**config.mk**
```make
export PLATFORM = sky130hd
export DESIGN_NAME = sym5x5_window_mac_flat
export DESIGN_NICKNAME = d
export VERILOG_FILES = /design/src/rtl/sym5x5_window_mac_if.sv /design/src/rtl/sym5x5_window_mac.sv /design/src/flat_wrapper.sv
export SDC_FILE = /design/constraint.sdc
export NUM_CORES = 2
export LEC_CHECK = 0
export ABC_AREA = 1
export BUFFER_PORTS_ARGS = -buffer_cell sky130_fd_sc_hd__buf_2
export CORE_UTILIZATION = 35
export CTS_BUF_LIST = sky130_fd_sc_hd__clkbuf_4
export CTS_CLUSTER_SIZE = 12
export DETAILED_ROUTE_END_ITERATION = 12
export HOLD_SLACK_MARGIN = 0.05
export PLACE_DENSITY = 0.54
export SYNTH_ARGS = -nofsm -noshare
export SYNTH_HDL_FRONTEND = slang
export SYNTH_SLANG_ARGS = --single-unit
```
**constraint.sdc**
```tcl
create_clock -name clock -period 31.9 [get_ports clock]
set_input_delay 6.38 -clock clock [delete_from_list [all_inputs] [get_ports clock]]
set_output_delay 6.38 -clock clock [all_outputs]
set_load 0.05 [all_outputs]
```
**src/rtl/sym5x5_window_mac_if.sv**
```systemverilog
`default_nettype none
// ============================================================================
// Module   : sym5x5_window_mac_if
// Brief    : Column-tap input bus, frame/kernel configuration and pixel output
//            bundle for the symmetric 5x5 window MAC.
// Revision : 1.0 - initial release
// ============================================================================
interface sym5x5_window_mac_if;
    logic        enable;
    logic        valid_in;
    logic [7:0]  row0;
    logic [7:0]  row1;
    logic [7:0]  row2;
    logic [7:0]  row3;
    logic [7:0]  row4;
    logic [31:0] width;
    logic [31:0] height;
    logic [31:0] a;
    logic [31:0] b;
    logic [31:0] c;
    logic [31:0] d;
    logic [31:0] e;
    logic [31:0] f;
    logic [31:0] shift;
    logic [7:0]  pixel_out;
    logic        valid_out;
    logic        frame_done;

    modport master (
        output enable, valid_in, row0, row1, row2, row3, row4,
        output width, height, a, b, c, d, e, f, shift,
        input  pixel_out, valid_out, frame_done
    );

    modport slave (
        input  enable, valid_in, row0, row1, row2, row3, row4,
        input  width, height, a, b, c, d, e, f, shift,
        output pixel_out, valid_out, frame_done
    );
endinterface
`default_nettype wire

```
**src/rtl/sym5x5_window_mac.sv**
```systemverilog
`default_nettype none
// ============================================================================
// Module   : sym5x5_window_mac
// Brief    : 5x5 sliding window with 6-coefficient symmetric kernel, pipelined
//            pre-add / multiply / accumulate / round. Optional output clamp
//            enabled by defining SYM5X5_SATURATE_EN.
// Revision : 1.0 - initial release
// ============================================================================
module sym5x5_window_mac #(
    parameter int COEF_W = 12,
    parameter int CNT_W  = 16,
    parameter int ACC_W  = 32
) (
    input wire                 clock,
    input wire                 resetn,
    sym5x5_window_mac_if.slave bus
);
    localparam int c_ps_w   = 11;
    localparam int c_prod_w = c_ps_w + 1 + COEF_W;
    localparam logic [CNT_W-1:0] c_cnt_one  = CNT_W'(1);
    localparam logic [CNT_W-1:0] c_cnt_four = CNT_W'(4);

    typedef logic signed [ACC_W-1:0]    acc_t;
    typedef logic signed [c_prod_w-1:0] prod_t;

    function automatic logic [c_ps_w-1:0] zx8(input logic [7:0] v);
        return {{(c_ps_w-8){1'b0}}, v};
    endfunction

    logic [7:0]               w_tap [5];
    logic [7:0]               r_win [5][5];
    logic [CNT_W-1:0]         r_col;
    logic [CNT_W-1:0]         r_row;
    logic [CNT_W-1:0]         r_w;
    logic [CNT_W-1:0]         r_h;
    logic signed [COEF_W-1:0] r_coef [6];
    logic [4:0]               r_shift;
    logic                     r_s0_valid;
    logic                     r_s0_last;

    logic                     w_frame_start;
    logic [CNT_W-1:0]         w_w_eff;
    logic [CNT_W-1:0]         w_h_eff;
    logic                     w_col_last;
    logic                     w_row_last;
    logic                     w_win_valid;

    logic [c_ps_w-1:0]        w_ps [6];
    logic [c_ps_w-1:0]        r_s1_ps [6];
    logic signed [COEF_W-1:0] r_s1_coef [6];
    logic [4:0]               r_s1_shift;
    logic                     r_s1_valid;
    logic                     r_s1_last;

    prod_t                    w_prod [6];
    prod_t                    r_s2_prod [6];
    logic [4:0]               r_s2_shift;
    logic                     r_s2_valid;
    logic                     r_s2_last;

    acc_t                     w_sum;
    acc_t                     r_s3_acc;
    logic [4:0]               r_s3_shift;
    logic                     r_s3_valid;
    logic                     r_s3_last;

    acc_t                     w_biased;
    acc_t                     w_shifted;
    logic [7:0]               w_pix;
    logic [7:0]               r_pixel;
    logic                     r_valid_out;
    logic                     r_frame_done;

    assign w_tap[0] = bus.row0;
    assign w_tap[1] = bus.row1;
    assign w_tap[2] = bus.row2;
    assign w_tap[3] = bus.row3;
    assign w_tap[4] = bus.row4;

    // The frame-start beat must already wrap on the incoming size, before the
    // shadow copy of it becomes visible.
    assign w_frame_start = (r_col == '0) && (r_row == '0);
    assign w_w_eff       = w_frame_start ? bus.width[CNT_W-1:0]  : r_w;
    assign w_h_eff       = w_frame_start ? bus.height[CNT_W-1:0] : r_h;
    assign w_col_last    = (r_col == (w_w_eff - c_cnt_one));
    assign w_row_last    = (r_row == (w_h_eff - c_cnt_one));
    assign w_win_valid   = (r_col >= c_cnt_four) && (r_row >= c_cnt_four);

    always_ff @(posedge clock) begin
        if (!resetn) begin
            r_col      <= '0;
            r_row      <= '0;
            r_w        <= '0;
            r_h        <= '0;
            r_shift    <= '0;
            r_s0_valid <= 1'b0;
            r_s0_last  <= 1'b0;
            for (int i = 0; i < 6; i++) r_coef[i] <= '0;
            for (int r = 0; r < 5; r++)
                for (int k = 0; k < 5; k++) r_win[r][k] <= '0;
        end else if (bus.enable) begin
            r_s0_valid <= 1'b0;
            r_s0_last  <= 1'b0;
            if (bus.valid_in) begin
                for (int r = 0; r < 5; r++) begin
                    for (int k = 0; k < 4; k++) r_win[r][k] <= r_win[r][k+1];
                    r_win[r][4] <= w_tap[r];
                end
                r_s0_valid <= w_win_valid;
                r_s0_last  <= w_win_valid & w_col_last & w_row_last;
                if (w_frame_start) begin
                    r_w       <= bus.width[CNT_W-1:0];
                    r_h       <= bus.height[CNT_W-1:0];
                    r_coef[0] <= bus.a[COEF_W-1:0];
                    r_coef[1] <= bus.b[COEF_W-1:0];
                    r_coef[2] <= bus.c[COEF_W-1:0];
                    r_coef[3] <= bus.d[COEF_W-1:0];
                    r_coef[4] <= bus.e[COEF_W-1:0];
                    r_coef[5] <= bus.f[COEF_W-1:0];
                    r_shift   <= bus.shift[4:0];
                end
                if (w_col_last) begin
                    r_col <= '0;
                    r_row <= w_row_last ? '0 : (r_row + c_cnt_one);
                end else begin
                    r_col <= r_col + c_cnt_one;
                end
            end
        end
    end

    // Pre-sums group the window by distance from the centre tap [2][2].
    always_comb begin
        w_ps[0] = zx8(r_win[2][2]);
        w_ps[1] = zx8(r_win[2][1]) + zx8(r_win[2][3]) + zx8(r_win[1][2]) + zx8(r_win[3][2]);
        w_ps[2] = zx8(r_win[1][1]) + zx8(r_win[1][3]) + zx8(r_win[3][1]) + zx8(r_win[3][3]);
        w_ps[3] = zx8(r_win[2][0]) + zx8(r_win[2][4]) + zx8(r_win[0][2]) + zx8(r_win[4][2]);
        w_ps[4] = zx8(r_win[1][0]) + zx8(r_win[1][4]) + zx8(r_win[3][0]) + zx8(r_win[3][4])
                + zx8(r_win[0][1]) + zx8(r_win[0][3]) + zx8(r_win[4][1]) + zx8(r_win[4][3]);
        w_ps[5] = zx8(r_win[0][0]) + zx8(r_win[0][4]) + zx8(r_win[4][0]) + zx8(r_win[4][4]);
    end

    always_comb begin
        for (int i = 0; i < 6; i++)
            w_prod[i] = prod_t'($signed({1'b0, r_s1_ps[i]})) * prod_t'(r_s1_coef[i]);
    end

    always_comb begin
        w_sum = '0;
        for (int i = 0; i < 6; i++) w_sum = w_sum + acc_t'(r_s2_prod[i]);
    end

    always_comb begin
        w_biased = r_s3_acc;
        if (r_s3_shift != 5'd0)
            w_biased = r_s3_acc + (acc_t'(1) <<< (r_s3_shift - 5'd1));
        w_shifted = w_biased >>> r_s3_shift;
    end

`ifdef SYM5X5_SATURATE_EN
    always_comb begin
        if (w_shifted < acc_t'(0))
            w_pix = 8'd0;
        else if (w_shifted > acc_t'(255))
            w_pix = 8'd255;
        else
            w_pix = w_shifted[7:0];
    end
`else
    logic w_unused_high;
    assign w_pix         = w_shifted[7:0];
    assign w_unused_high = ^w_shifted[ACC_W-1:8];
`endif

    // Coefficients and shift ride along from S1 so a frame's trailing outputs
    // are not disturbed when the next frame re-latches its shadow registers.
    always_ff @(posedge clock) begin
        if (!resetn) begin
            r_s1_shift   <= '0;
            r_s1_valid   <= 1'b0;
            r_s1_last    <= 1'b0;
            r_s2_shift   <= '0;
            r_s2_valid   <= 1'b0;
            r_s2_last    <= 1'b0;
            r_s3_acc     <= '0;
            r_s3_shift   <= '0;
            r_s3_valid   <= 1'b0;
            r_s3_last    <= 1'b0;
            r_pixel      <= '0;
            r_valid_out  <= 1'b0;
            r_frame_done <= 1'b0;
            for (int i = 0; i < 6; i++) begin
                r_s1_ps[i]   <= '0;
                r_s1_coef[i] <= '0;
                r_s2_prod[i] <= '0;
            end
        end else if (bus.enable) begin
            r_s1_shift   <= r_shift;
            r_s1_valid   <= r_s0_valid;
            r_s1_last    <= r_s0_last;
            r_s2_shift   <= r_s1_shift;
            r_s2_valid   <= r_s1_valid;
            r_s2_last    <= r_s1_last;
            r_s3_acc     <= w_sum;
            r_s3_shift   <= r_s2_shift;
            r_s3_valid   <= r_s2_valid;
            r_s3_last    <= r_s2_last;
            r_pixel      <= w_pix;
            r_valid_out  <= r_s3_valid;
            r_frame_done <= r_s3_last;
            for (int i = 0; i < 6; i++) begin
                r_s1_ps[i]   <= w_ps[i];
                r_s1_coef[i] <= r_coef[i];
                r_s2_prod[i] <= w_prod[i];
            end
        end
    end

    assign bus.pixel_out  = r_pixel;
    assign bus.valid_out  = r_valid_out;
    assign bus.frame_done = r_frame_done;

    logic w_unused_cfg;
    assign w_unused_cfg = ^{bus.width[31:CNT_W], bus.height[31:CNT_W],
                            bus.a[31:COEF_W], bus.b[31:COEF_W], bus.c[31:COEF_W],
                            bus.d[31:COEF_W], bus.e[31:COEF_W], bus.f[31:COEF_W],
                            bus.shift[31:5]};
endmodule
`default_nettype wire

```
**src/flat_wrapper.sv**
```systemverilog
// flat-port wrapper written by rule: the top's interface ports become plain ports
module sym5x5_window_mac_flat 
#(
    parameter int COEF_W = 12,
    parameter int CNT_W  = 16,
    parameter int ACC_W  = 32
)
  (clock, resetn, bus_enable, bus_valid_in, bus_row0, bus_row1, bus_row2, bus_row3, bus_row4, bus_width, bus_height, bus_a, bus_b, bus_c, bus_d, bus_e, bus_f, bus_shift, bus_pixel_out, bus_valid_out, bus_frame_done);
  sym5x5_window_mac_if bus_i ();
  input wire clock;
  input wire resetn;
  input wire logic [$bits(bus_i.enable)-1:0] bus_enable;
  input wire logic [$bits(bus_i.valid_in)-1:0] bus_valid_in;
  input wire logic [$bits(bus_i.row0)-1:0] bus_row0;
  input wire logic [$bits(bus_i.row1)-1:0] bus_row1;
  input wire logic [$bits(bus_i.row2)-1:0] bus_row2;
  input wire logic [$bits(bus_i.row3)-1:0] bus_row3;
  input wire logic [$bits(bus_i.row4)-1:0] bus_row4;
  input wire logic [$bits(bus_i.width)-1:0] bus_width;
  input wire logic [$bits(bus_i.height)-1:0] bus_height;
  input wire logic [$bits(bus_i.a)-1:0] bus_a;
  input wire logic [$bits(bus_i.b)-1:0] bus_b;
  input wire logic [$bits(bus_i.c)-1:0] bus_c;
  input wire logic [$bits(bus_i.d)-1:0] bus_d;
  input wire logic [$bits(bus_i.e)-1:0] bus_e;
  input wire logic [$bits(bus_i.f)-1:0] bus_f;
  input wire logic [$bits(bus_i.shift)-1:0] bus_shift;
  output wire logic [$bits(bus_i.pixel_out)-1:0] bus_pixel_out;
  output wire logic [$bits(bus_i.valid_out)-1:0] bus_valid_out;
  output wire logic [$bits(bus_i.frame_done)-1:0] bus_frame_done;
  assign bus_i.enable = bus_enable;
  assign bus_i.valid_in = bus_valid_in;
  assign bus_i.row0 = bus_row0;
  assign bus_i.row1 = bus_row1;
  assign bus_i.row2 = bus_row2;
  assign bus_i.row3 = bus_row3;
  assign bus_i.row4 = bus_row4;
  assign bus_i.width = bus_width;
  assign bus_i.height = bus_height;
  assign bus_i.a = bus_a;
  assign bus_i.b = bus_b;
  assign bus_i.c = bus_c;
  assign bus_i.d = bus_d;
  assign bus_i.e = bus_e;
  assign bus_i.f = bus_f;
  assign bus_i.shift = bus_shift;
  assign bus_pixel_out = bus_i.pixel_out;
  assign bus_valid_out = bus_i.valid_out;
  assign bus_frame_done = bus_i.frame_done;
  sym5x5_window_mac #(.COEF_W(COEF_W), .CNT_W(CNT_W), .ACC_W(ACC_W)) u_core (.clock(clock), .resetn(resetn), .bus(bus_i));
endmodule
```
==> metrics.cfg <==
[placed_design]
dp.cells=10220
port_buffers=162
dp_hpwl_um=130400
placed_area_um2=67860
finalWeightedCongestion=0.8910

[floorplanning]
dieHeight_um=432.3
core_um2=183500
pin_count=342
initial_core_util_pct=35.32
dieArea_um2=186900
die_width_um=432.3
rows=157

[min_path]
hold_depth=2
hp-class=reg -> reg

[routing]
first_pass_iters=5
post_drt_via_cell_ratio=4.633
wirelength_um=166800
ant_nets=0
drc_errors=0
vias=48950
initialDrtViolationCount=2647
wire_per_inst_um=15.79

[power_and_ir_drop]
pwr-share-seq_pct=30.3
pwr-share-clk_pct=20.2
p_comb_share_pct=49.5
peakVddDrop_mv=0.07141
p_leak_uw=0.03627
switching_power_uw=1798
p_total_uw=4009
switching_share_pct=44.86
p_per_area_nw_per_um2=57.05
internal_power_uw=2211

[clock_network]
htreeDepth=4
cts_tree=built
postCtsSetupBuffers=0
ctsHoldBuffers=0
path_clk_slew_ns=0.07
cts_buffers=193
clockRootBuffer=clkbuf_4
cts-resized-gates=0
clockBufferDepth=3
cts_sinks=681
insertion_delay_ns=1.24

[global_route]
track_usage_pct=18.18
grt_pass1_vias=50070
antenna_found_initial=7
grt_pass1_wl_um=267200
grt-ovfl-total=0
grt_max_degree=121

[setup_path]
crit_cells=8
crit_top_cell=buf_4
critPathBufInv=7
crit_family=buffers and inverters
critPathCaptureType=register
reg2reg_depth=24
critical_path_class=in -> reg
critPathMaxFanout=120
path_cells=buf_2 > buf_4 > inv_1 > nor2_4 > buf_4 > inv_8 > buf_4 > buf_4
start_kind=input pin
slowest_stage=buf_4
max_stage_delay_ns=0.80
worstPathRequired_ns=32.71
arrival_ns=9.95

[logic_synthesis]
yosys_warnings=0
synth_top_cell_area_share_pct=25.35
syn-num-nets=9420
ys_seq_elements=681
avgSynthCellArea_um2=8.275
syn_area_um2=64800
ys_top_cells_by_count=inv_1, nand2_1, nor2_1
netlist_instances=7830
synth_top_area_cell=edfxtp_1
async_flop_share_pct=0
synth_most_common_cell=inv_1
ys.flop_type=edfxtp_1
seq_area_frac_synth_pct=29.49
yosys.cell_types.count=52
netlist_top_cells_area=edfxtp_1, fa_1, ha_1
synth_enable_flop_cells=547

[sta]
relSlewSlack_pct=29.29
setup_violations=0
setup_tns_ns=0
tightest_slew_ns=1.061
period_share_pct=28.67
hold_viol=0
skew_ns=0.08818
post-route-min-period_ns=9.144
rsz0062_at_grt=no
fmax_ghz=0.1094
slew_violations=0

[finish]
n_fill_cell=19070
area_delta_synth_final_pct=8.452
drive_gt1_share_pct=7.326
nets=9539
stdcell_count=10570
finalInstanceArea_um2=70270
multiInputGateArea_um2=37470
seq_area_um2=19110

[flow_run]
maxCapViolCount=0

[outcome]
status=complete, no violations

[cells by family (layout without fill, tap and decap cells)]
group / Yosys count / count (layout) / share of synthesized area, %
other cells: 0 / 7 / 0
mux: 1 / 1 / 0.01545
buf+inv: 2179 / 2443 / 12.75
fa+ha+maj: 1258 / 1258 / 31.64
flops: 681 / 681 / 29.49
compound gates: 868 / 868 / 7.355
xor+xnor: 103 / 103 / 1.392
simple gates: 2740 / 2740 / 17.36
[layer usage]
layer  part of all wire [%]  GRT usage (%)  vias to the layer above
met5                  0.022              0                        -
met4                    2.9          6.389                        6
met3                    4.3          2.757                      243
met2                     47          30.03                      917
met1                     46          24.13                    23270
li1                       -              -                    24520
[power groups by stage]
| stage | Clock (µW) | Combinational [µW] | Sequential (µW) |
|---|---|---|---|
| CTS | 846 | 2000 | 1210 |
| finish | 810 | 1980 | 1210 |
| floorplan | 0 | 1540 | 1140 |
| global route | 884 | 2320 | 1230 |
| detailed placement | 0 | 1980 | 1230 |
| global placement | 0 | 1950 | 1230 |
[stage by stage]
stage	worst slack, ns	utilization (%)	hold WS, ns
6_report	22.76	38.30	0.4472
5_1_grt	22.54	38.30	0.4646
4_1_cts	22.85	38.29	0.4539
2_1_floorplan	16.87	-	0.4441
3_5_place_dp	21.49	36.99	0.4387
3_3_place_gp	21.53	36.99	0.4347
[worst register-to-register path, cell delays in order, from the launching register on]
cell and delay (ns):
edfxtp_1 0.87, nand2_1 0.19, fa_1 0.54, inv_1 0.05, fa_1 0.50, inv_1 0.05, fa_1 0.53, inv_1 0.05
fa_1 0.50, fa_1 0.43, ha_1 0.31, inv_1 0.08, nor3_1 0.24, o21ai_0 0.13, o211ai_1 0.10, a31oi_1 0.11
o21ai_0 0.31, a21boi_0 0.21, o21ai_0 0.34, nand2_1 0.08, nand2_1 0.07, nand2_1 0.06, nand2_1 0.06, nand2_1 0.04
a21oi_1 0.43
[worst paths after layout]
| path | from | to | slack, ns |
|---|---|---|---|
| max | resetn | u_core.r_s2_prod[0][56] | 22.76 |
| min | u_core.bus.pixel_out[7] | u_core.bus.pixel_out[7] | 0.45 |
| max reg2reg | u_core.r_s1_ps[0][61] | u_core.r_s2_prod[0][142] | 25.32 |
| min reg2reg | u_core.bus.pixel_out[7] | u_core.bus.pixel_out[7] | 0.45 |
[cell usage in the layout, fill, tap and decap left out, drive strengths merged, types with 3 or more instances in the layout]
master	netlist	final
or2	50	50
nand2	1487	1487
fa	634	634
clkbuf	219	267
edfxtp	547	547
xor2	68	68
o21bai	31	31
o22ai	45	45
a31oi	20	20
a21oi	366	366
nor4	8	8
a21boi	11	11
and2	3	3
nand4	31	31
o31ai	12	12
nand3	295	295
a21o	11	11
nor2	786	786
o21a	17	17
inv	1913	1918
a211oi	5	5
nor3b	8	8
diode	0	7
o211ai	26	26
ha	624	624
nand3b	9	9
o21ai	315	315
clkinv	4	68
buf	43	186
xnor2	35	35
o311ai	3	3
nor3	63	63
dfxtp	134	134
[area by class of cell]
class / count / share of cell area (%)
clock buffers: 267 / 2.852
clock inverters: 73 / 0.5519
multi-input cells: 4970 / 53.32
flip-flops and latches: 681 / 27.19
well taps: 2464 / 4.387
repair buffers: 186 / 1.410
inverters: 1917 / 10.26
diodes: 7 / 0.02493
[registers in the layout, summed over array words and instances, names as in the netlist, 5 cells and up]
register	cells
u_core.r_s2_prod	144
u_core.r_win	200
u_core.r_s2_shift	5
u_core.r_row	16
u_core.r_w	16
u_core.r_s3_acc	32
u_core.r_s1_ps	59
u_core.r_col	16
u_core.bus.pixel_out	8
u_core.r_s3_shift	5
u_core.r_coef	72
u_core.r_s1_shift	5
u_core.r_h	16
u_core.r_s1_coef	72
u_core.r_shift	5
No activity file was read; power rests on OpenSTA's default activity.
